--- src/rtl/falling_block_array.sv ---
// falling_block_array: NUM_BLOCKS independent falling-block slots (spawn, fall, catch/flash, miss tally).
// Latency: spawn/hit/motion/miss take effect on the next frame_clk edge; all outputs come from registers.
// Backpressure: none; spawn to a busy slot and hit to an idle slot are dropped. Optional FALL_ACCEL_EN.
module falling_block_array #(
  parameter int NUM_BLOCKS   = 4,
  parameter int COORD_W      = 10,
  parameter int Y_MAX        = 479,
  parameter int BLOCK_SIZE   = 12,
  parameter int STEP_W       = 4,
  parameter int FLASH_FRAMES = 8
`ifdef FALL_ACCEL_EN
  // Only exists when acceleration is built, so the plain build carries no dead parameter.
  , parameter int ACCEL_PERIOD = 16
`endif
) (
  input  logic                          frame_clk,
  input  logic                          Reset,
  input  logic [NUM_BLOCKS-1:0]         spawn,
  input  logic [NUM_BLOCKS*COORD_W-1:0] spawn_x,
  input  logic [STEP_W-1:0]             step,
  input  logic [NUM_BLOCKS-1:0]         hit,
  input  logic                          pause,
  output logic [NUM_BLOCKS*COORD_W-1:0] block_x,
  output logic [NUM_BLOCKS*COORD_W-1:0] block_y,
  output logic [COORD_W-1:0]            block_s,
  output logic [NUM_BLOCKS-1:0]         active,
  output logic [NUM_BLOCKS-1:0]         caught,
  output logic [NUM_BLOCKS-1:0]         miss,
  output logic [7:0]                    miss_count
);

  typedef enum logic [1:0] {
    S_IDLE  = 2'd0,
    S_FALL  = 2'd1,
    S_FLASH = 2'd2
  } slot_state_t;

  localparam int                  FC_W    = (FLASH_FRAMES > 1) ? $clog2(FLASH_FRAMES) : 1;
  localparam logic [FC_W-1:0]     FC_LOAD = FC_W'(FLASH_FRAMES - 1);
  localparam logic [COORD_W:0]    Y_LIM   = (COORD_W+1)'(Y_MAX);
  localparam logic [COORD_W-1:0]  Y_SAT   = COORD_W'(Y_MAX);
  localparam logic [STEP_W-1:0]   STP_ONE = STEP_W'(1);
`ifdef FALL_ACCEL_EN
  localparam int                  AC_W    = (ACCEL_PERIOD > 1) ? $clog2(ACCEL_PERIOD) : 1;
  localparam logic [AC_W-1:0]     AC_LAST = AC_W'(ACCEL_PERIOD - 1);
`endif

  // A zero step would park a block forever, so it is promoted to 1 at spawn.
  logic [STEP_W-1:0] spawn_stp;
  assign spawn_stp = (step == '0) ? STP_ONE : step;

  assign block_s = COORD_W'(BLOCK_SIZE);

  // Next-edge miss of every slot, so the tally updates on the same edge the pulse appears.
  logic [NUM_BLOCKS-1:0] miss_nxt;

  for (genvar i = 0; i < NUM_BLOCKS; i++) begin : g_slot
    slot_state_t          state_q, state_d;
    logic [COORD_W-1:0]   x_q, x_d;
    logic [COORD_W-1:0]   y_q, y_d;
    logic [STEP_W-1:0]    stp_q, stp_d;
    logic [FC_W-1:0]      fcnt_q, fcnt_d;
    logic                 miss_q, miss_d;
    logic [COORD_W:0]     ny;
`ifdef FALL_ACCEL_EN
    logic [AC_W-1:0]      acnt_q, acnt_d;
`endif

    // Slot next state: spawn from idle, fall or miss, catch (hit wins), flash countdown.
    always_comb begin
      state_d = state_q;
      x_d     = x_q;
      y_d     = y_q;
      stp_d   = stp_q;
      fcnt_d  = fcnt_q;
      miss_d  = 1'b0;
      // One extra bit so a step past the bottom cannot wrap back on screen.
      ny      = {1'b0, y_q} + (COORD_W+1)'(stp_q);
`ifdef FALL_ACCEL_EN
      acnt_d  = acnt_q;
`endif
      case (state_q)
        S_IDLE: begin
          if (spawn[i]) begin
            state_d = S_FALL;
            x_d     = spawn_x[i*COORD_W +: COORD_W];
            y_d     = '0;
            stp_d   = spawn_stp;
`ifdef FALL_ACCEL_EN
            acnt_d  = '0;
`endif
          end
        end
        S_FALL: begin
          if (hit[i]) begin
            state_d = S_FLASH;
            fcnt_d  = FC_LOAD;
          end else if (!pause) begin
            if (ny > Y_LIM) begin
              state_d = S_IDLE;
              y_d     = Y_SAT;
              miss_d  = 1'b1;
            end else begin
              y_d     = ny[COORD_W-1:0];
            end
`ifdef FALL_ACCEL_EN
            if (acnt_q == AC_LAST) begin
              acnt_d = '0;
              if (stp_q != '1) stp_d = stp_q + STP_ONE;
            end else begin
              acnt_d = acnt_q + AC_W'(1);
            end
`endif
          end
        end
        S_FLASH: begin
          if (!pause) begin
            if (fcnt_q == '0) state_d = S_IDLE;
            else              fcnt_d  = fcnt_q - FC_W'(1);
          end
        end
        default: state_d = S_IDLE;
      endcase
    end

    // Slot state register with asynchronous clear.
    always_ff @(posedge frame_clk or posedge Reset) begin
      if (Reset) begin
        state_q <= S_IDLE;
        x_q     <= '0;
        y_q     <= '0;
        stp_q   <= '0;
        fcnt_q  <= '0;
        miss_q  <= 1'b0;
`ifdef FALL_ACCEL_EN
        acnt_q  <= '0;
`endif
      end else begin
        state_q <= state_d;
        x_q     <= x_d;
        y_q     <= y_d;
        stp_q   <= stp_d;
        fcnt_q  <= fcnt_d;
        miss_q  <= miss_d;
`ifdef FALL_ACCEL_EN
        acnt_q  <= acnt_d;
`endif
      end
    end

    assign block_x[i*COORD_W +: COORD_W] = x_q;
    assign block_y[i*COORD_W +: COORD_W] = y_q;
    assign active[i]   = (state_q != S_IDLE);
    assign caught[i]   = (state_q == S_FLASH);
    assign miss[i]     = miss_q;
    assign miss_nxt[i] = miss_d;
  end

  // Tally of misses landing on this edge, clamped at 255.
  logic [8:0] miss_sum;
  always_comb begin
    miss_sum = {1'b0, miss_count};
    for (int k = 0; k < NUM_BLOCKS; k++) begin
      miss_sum = miss_sum + 9'(miss_nxt[k]);
    end
  end

  // Saturating miss counter register.
  always_ff @(posedge frame_clk or posedge Reset) begin
    if (Reset) miss_count <= '0;
    else       miss_count <= (miss_sum > 9'd255) ? 8'hFF : miss_sum[7:0];
  end

endmodule

--- config.mk ---
export PLATFORM = sky130hd
export DESIGN_NAME = falling_block_array
export DESIGN_NICKNAME = d
export VERILOG_FILES = /design/src/rtl/falling_block_array.sv
export SDC_FILE = /design/constraint.sdc
export NUM_CORES = 1
export LEC_CHECK = 0
export BUFFER_PORTS_ARGS = -buffer_cell sky130_fd_sc_hd__buf_2
export CAP_MARGIN = 20
export CORE_MARGIN = 8
export CORE_UTILIZATION = 55
export CTS_BUF_LIST = sky130_fd_sc_hd__clkbuf_8
export DETAILED_ROUTE_END_ITERATION = 6
export GPL_ROUTABILITY_DRIVEN = 0
export PLACE_DENSITY = 0.86
export RECOVER_POWER = 50
export SLEW_MARGIN = 20
export SYNTH_ARGS = -nofsm -noshare
export SYNTH_HDL_FRONTEND = slang
export SYNTH_SLANG_ARGS = --single-unit
--- constraint.sdc ---
create_clock -name frame_clk -period 5.7 [get_ports frame_clk]
set_input_delay 0.855 -clock frame_clk [delete_from_list [all_inputs] [get_ports frame_clk]]
set_output_delay 0.855 -clock frame_clk [all_outputs]
set_load 0.01 [all_outputs]
==> out/results.tsv <==
stage	metric	value	unit
final_layout	Area growth syn-to-layout	17.9	%
drt	vias	5564	
critical_path	Reg2Reg Setup Slack	1100	ps
critical_path	crit path DAT	4960	ps
critical_path	worst r2r src	g_slot[2].y_q[0]	
critical_path	R2R Path End	miss_count[3]	
die	# IOs	165	
worst_hold_path	Hold Path Stages	1	
final_layout	Final #Nets	881	
clock_tree	CTS tree	built	
synth	syn_area_per_cell	10.7	sq um
synth	Main synth FF type	dfrtp_1	
clock_tree	post_cts resized	0	
synth	#FFs+latches synth	128	
sta	clk_skew	9.78	ps
synth	Syn. warnings	0	
clock_tree	CTS H-tree depth	4	
outcome	status	finished, violations left	
critical_path	critical path class	flip-flop to flip-flop	
grt	largest net degree at the start of global routing	83	
final_layout	ANT cells	0	
placement	Area after DPL	7710	sq um
sta	relative slew slack	-136	%
clock_tree	TritonCTS Sinks	128	
grt	gr ovfl total	0	
synth	top-count cell post-synth	dfrtp_1	
grt	initial antenna violation count	0	
sta	worst slew pin tran	3520	ps
placement	post-DP HPWL	12700	um
outcome	failing checks	capacitance limit, slew limit	
synth	share of the synthesized area in the top cell type	46.9	%
power	pwr/cell area	460	nW/um^2
drt	ANT nets after route	0	
grt	vias in the first global route	5748	
final_layout	area of the multi-input gates	3330	sq um
drt	Vias/cell	5.71	
drt	post-detailed-route wirelength per cell	17.6	um
clock_tree	Bufs on Longest Clock Path	2	
synth	ys async rst share	100	%
final_layout	fin area	8050	sq um
sta	final slew viol count	83	
power	Worst VDD drop	0.279	mV
run	max_cap viols	1	
power	overall power	3.70	mW
sta	RSZ-0062 raised after global routing	no	
placement	Buffers on Ports	154	
sta	final hold vios	0	
synth	Post-synth EDFFs	0	
critical_path	Max FO, Critical Path	8	
critical_path	data required time of the worst path	6060	ps
clock_tree	Post-CTS Repair Setup Buffers	0	
final_layout	FF+latch area	3200	sq um
die	Initial Utilization	56.6	%
drt	First-pass DRT Iterations	5	
die	Core Region	12100	sq um
power	Static Leakage	4.02	nW
die	Die Height	127	um
drt	1st-iter DRT viols	396	
clock_tree	CTS Hold Bufs	0	
sta	Tmin final	4600	ps
sta	fin crit share	80.7	%
clock_tree	clock root buffer	clkbuf_8	
synth	Synth cell types	68	
die	Rows	40	
worst_hold_path	hold path startpoint	g_slot[1].x_q[6]	
worst_hold_path	Hold Path Sink	g_slot[1].x_q[6]	
drt	DRC Markers	0	
critical_path	Startpoint Class	flip-flop	
sta	count of final setup violators	0	
clock_tree	Num CTS Buffers	17	
drt	routed wire length	17100	um
synth	top cells by area, synth	dfrtp_1, mux2_2, ha_1	
worst_hold_path	Hold Path Class	flip-flop to flip-flop	
final_layout	layout cells sized above 1	28.4	%
synth	Yosys top cell by area	dfrtp_1	
grt	global router's overall resource usage	21.4	%
critical_path	cells on worst reg2reg path	15	
final_layout	fill count	939	
die	Die X	127	um
grt	first-pass GRT wire length	27900	um
synth	synthesized cell area	6820	sq um
synth	Syn Inst Count	638	
sta	Max Freq	0.217	GHz
critical_path	critical path endpoint category	flip-flop	
synth	post-synthesis sequential area ratio	46.9	%
sta	Fin Setup TNS	0	ps
die	die area	16200	sq um
clock_tree	Worst-Skew Late Latency	450	ps
clock_tree	Reg clk slew, reported paths	70	ps
synth	top cells by count, synth	dfrtp_1, mux2_2, nor2_1	
==> worst max-delay path by stage <==
stage	to	from	cells after the start	slack, ps
after floorplan	g_slot[0].fcnt_q[0]	Reset	1	1430
after global placement	miss_count[3]	g_slot[0].y_q[1]	14	1350
after detailed placement	miss_count[3]	g_slot[2].y_q[0]	15	1200
after CTS	miss_count[3]	g_slot[2].y_q[0]	15	1170
after global routing	miss_count[3]	g_slot[2].y_q[0]	15	850
final	miss_count[3]	g_slot[2].y_q[0]	15	1100
==> layer usage <==
| layer | vias to the layer above | wire [um] | GRT usage (%) |
|---|---|---|---|
| met1 | 2711 | 6910 | 24.6 |
| li1 | 2596 | - | - |
| met2 | 230 | 8600 | 36.5 |
| met3 | 27 | 1360 | 7.40 |
| met5 | - | 0 | 0 |
| met4 | 0 | 223 | 6.93 |
==> stage by stage <==
step / worst slack, ps / hold WS (ps) / util [%] / cells
after floorplan: 1430 / 476 / - / 646
after global placement: 1350 / 484 / 63.9 / 943
after detailed placement: 1200 / 490 / 63.9 / 943
after CTS: 1170 / 505 / 67.2 / 974
after global routing: 848 / 524 / 66.7 / 974
final: 1100 / 507 / 66.7 / 974
==> cell type report <==
cell class / instances / share of cell area [%]
timing repair buffer: 163 / 9.75
inverter: 34 / 1.60
multi-input combinational: 450 / 41.4
clock inverter: 11 / 1.43
tap: 168 / 2.61
sequential: 128 / 39.8
clock buffer: 20 / 3.42
==> kinds of logic (layout without fill, tap and decap cells) <==
kind of cell | count (synthesis) | count (layout) | synth area share [%]
other | 2 | 10 | 0.110
adder cells (fa/ha/maj) | 32 | 32 | 6.64
buffers and inverters | 68 | 228 | 4.69
AO/OA/AOI/OAI | 150 | 150 | 15.7
AND/OR/NAND/NOR | 182 | 182 | 14.0
XOR/XNOR | 13 | 13 | 1.67
multiplexers | 63 | 63 | 10.2
flip-flops | 128 | 128 | 46.9
==> critical path: stages, from the launching register on <==
cell	delay (ps)
dfrtp_1	420
ha_1	260
fa_1	460
a21o_1	200
a2111oi_0	740
a2bb2oi_1	210
nand4_1	350
inv_1	120
fa_1	500
inv_1	50
fa_1	360
inv_1	100
fa_1	250
and2_1	180
nand3_1	180
o21ai_0	140
==> layout by cell type, fill, tap and decap left out, types with 5 or more instances in the layout <==
master / count
dfrtp_1: 128
nor2_1: 39
inv_1: 34
a211o_1: 7
o21ai_0: 26
or2_0: 5
a211oi_1: 6
buf_2: 122
a41oi_1: 7
nand2b_1: 10
buf_4: 5
nor3_1: 9
mux2i_1: 8
a31oi_1: 8
clkbuf_1: 35
nand2_1: 38
fa_1: 7
o21a_1: 6
mux2_2: 55
nand3b_1: 6
a22oi_1: 9
ha_1: 25
a21o_1: 15
a21oi_1: 20
nand3_1: 15
and3_1: 5
clkbuf_8: 20
o311ai_0: 5
conb_1: 10
or2_2: 7
nand4_1: 6
nor2b_1: 16
and2_1: 12
xor2_1: 10
o211ai_1: 8
==> sequential cells by signal (all words and copies together) (netlist names) <==
name            cells
g_slot.state_q      8
g_slot.stp_q       16
g_slot.fcnt_q      12
g_slot.miss_q       4
g_slot.y_q         40
g_slot.x_q         40
miss_count          8
==> power breakdown <==
part	internal, mW	switching, mW	total (mW)
combinational	0.672	0.813	1.49
clock	0.416	0.355	0.771
sequential	1.22	0.223	1.44
total	2.31	1.39	3.70
(Power assumes the default switching activity.)
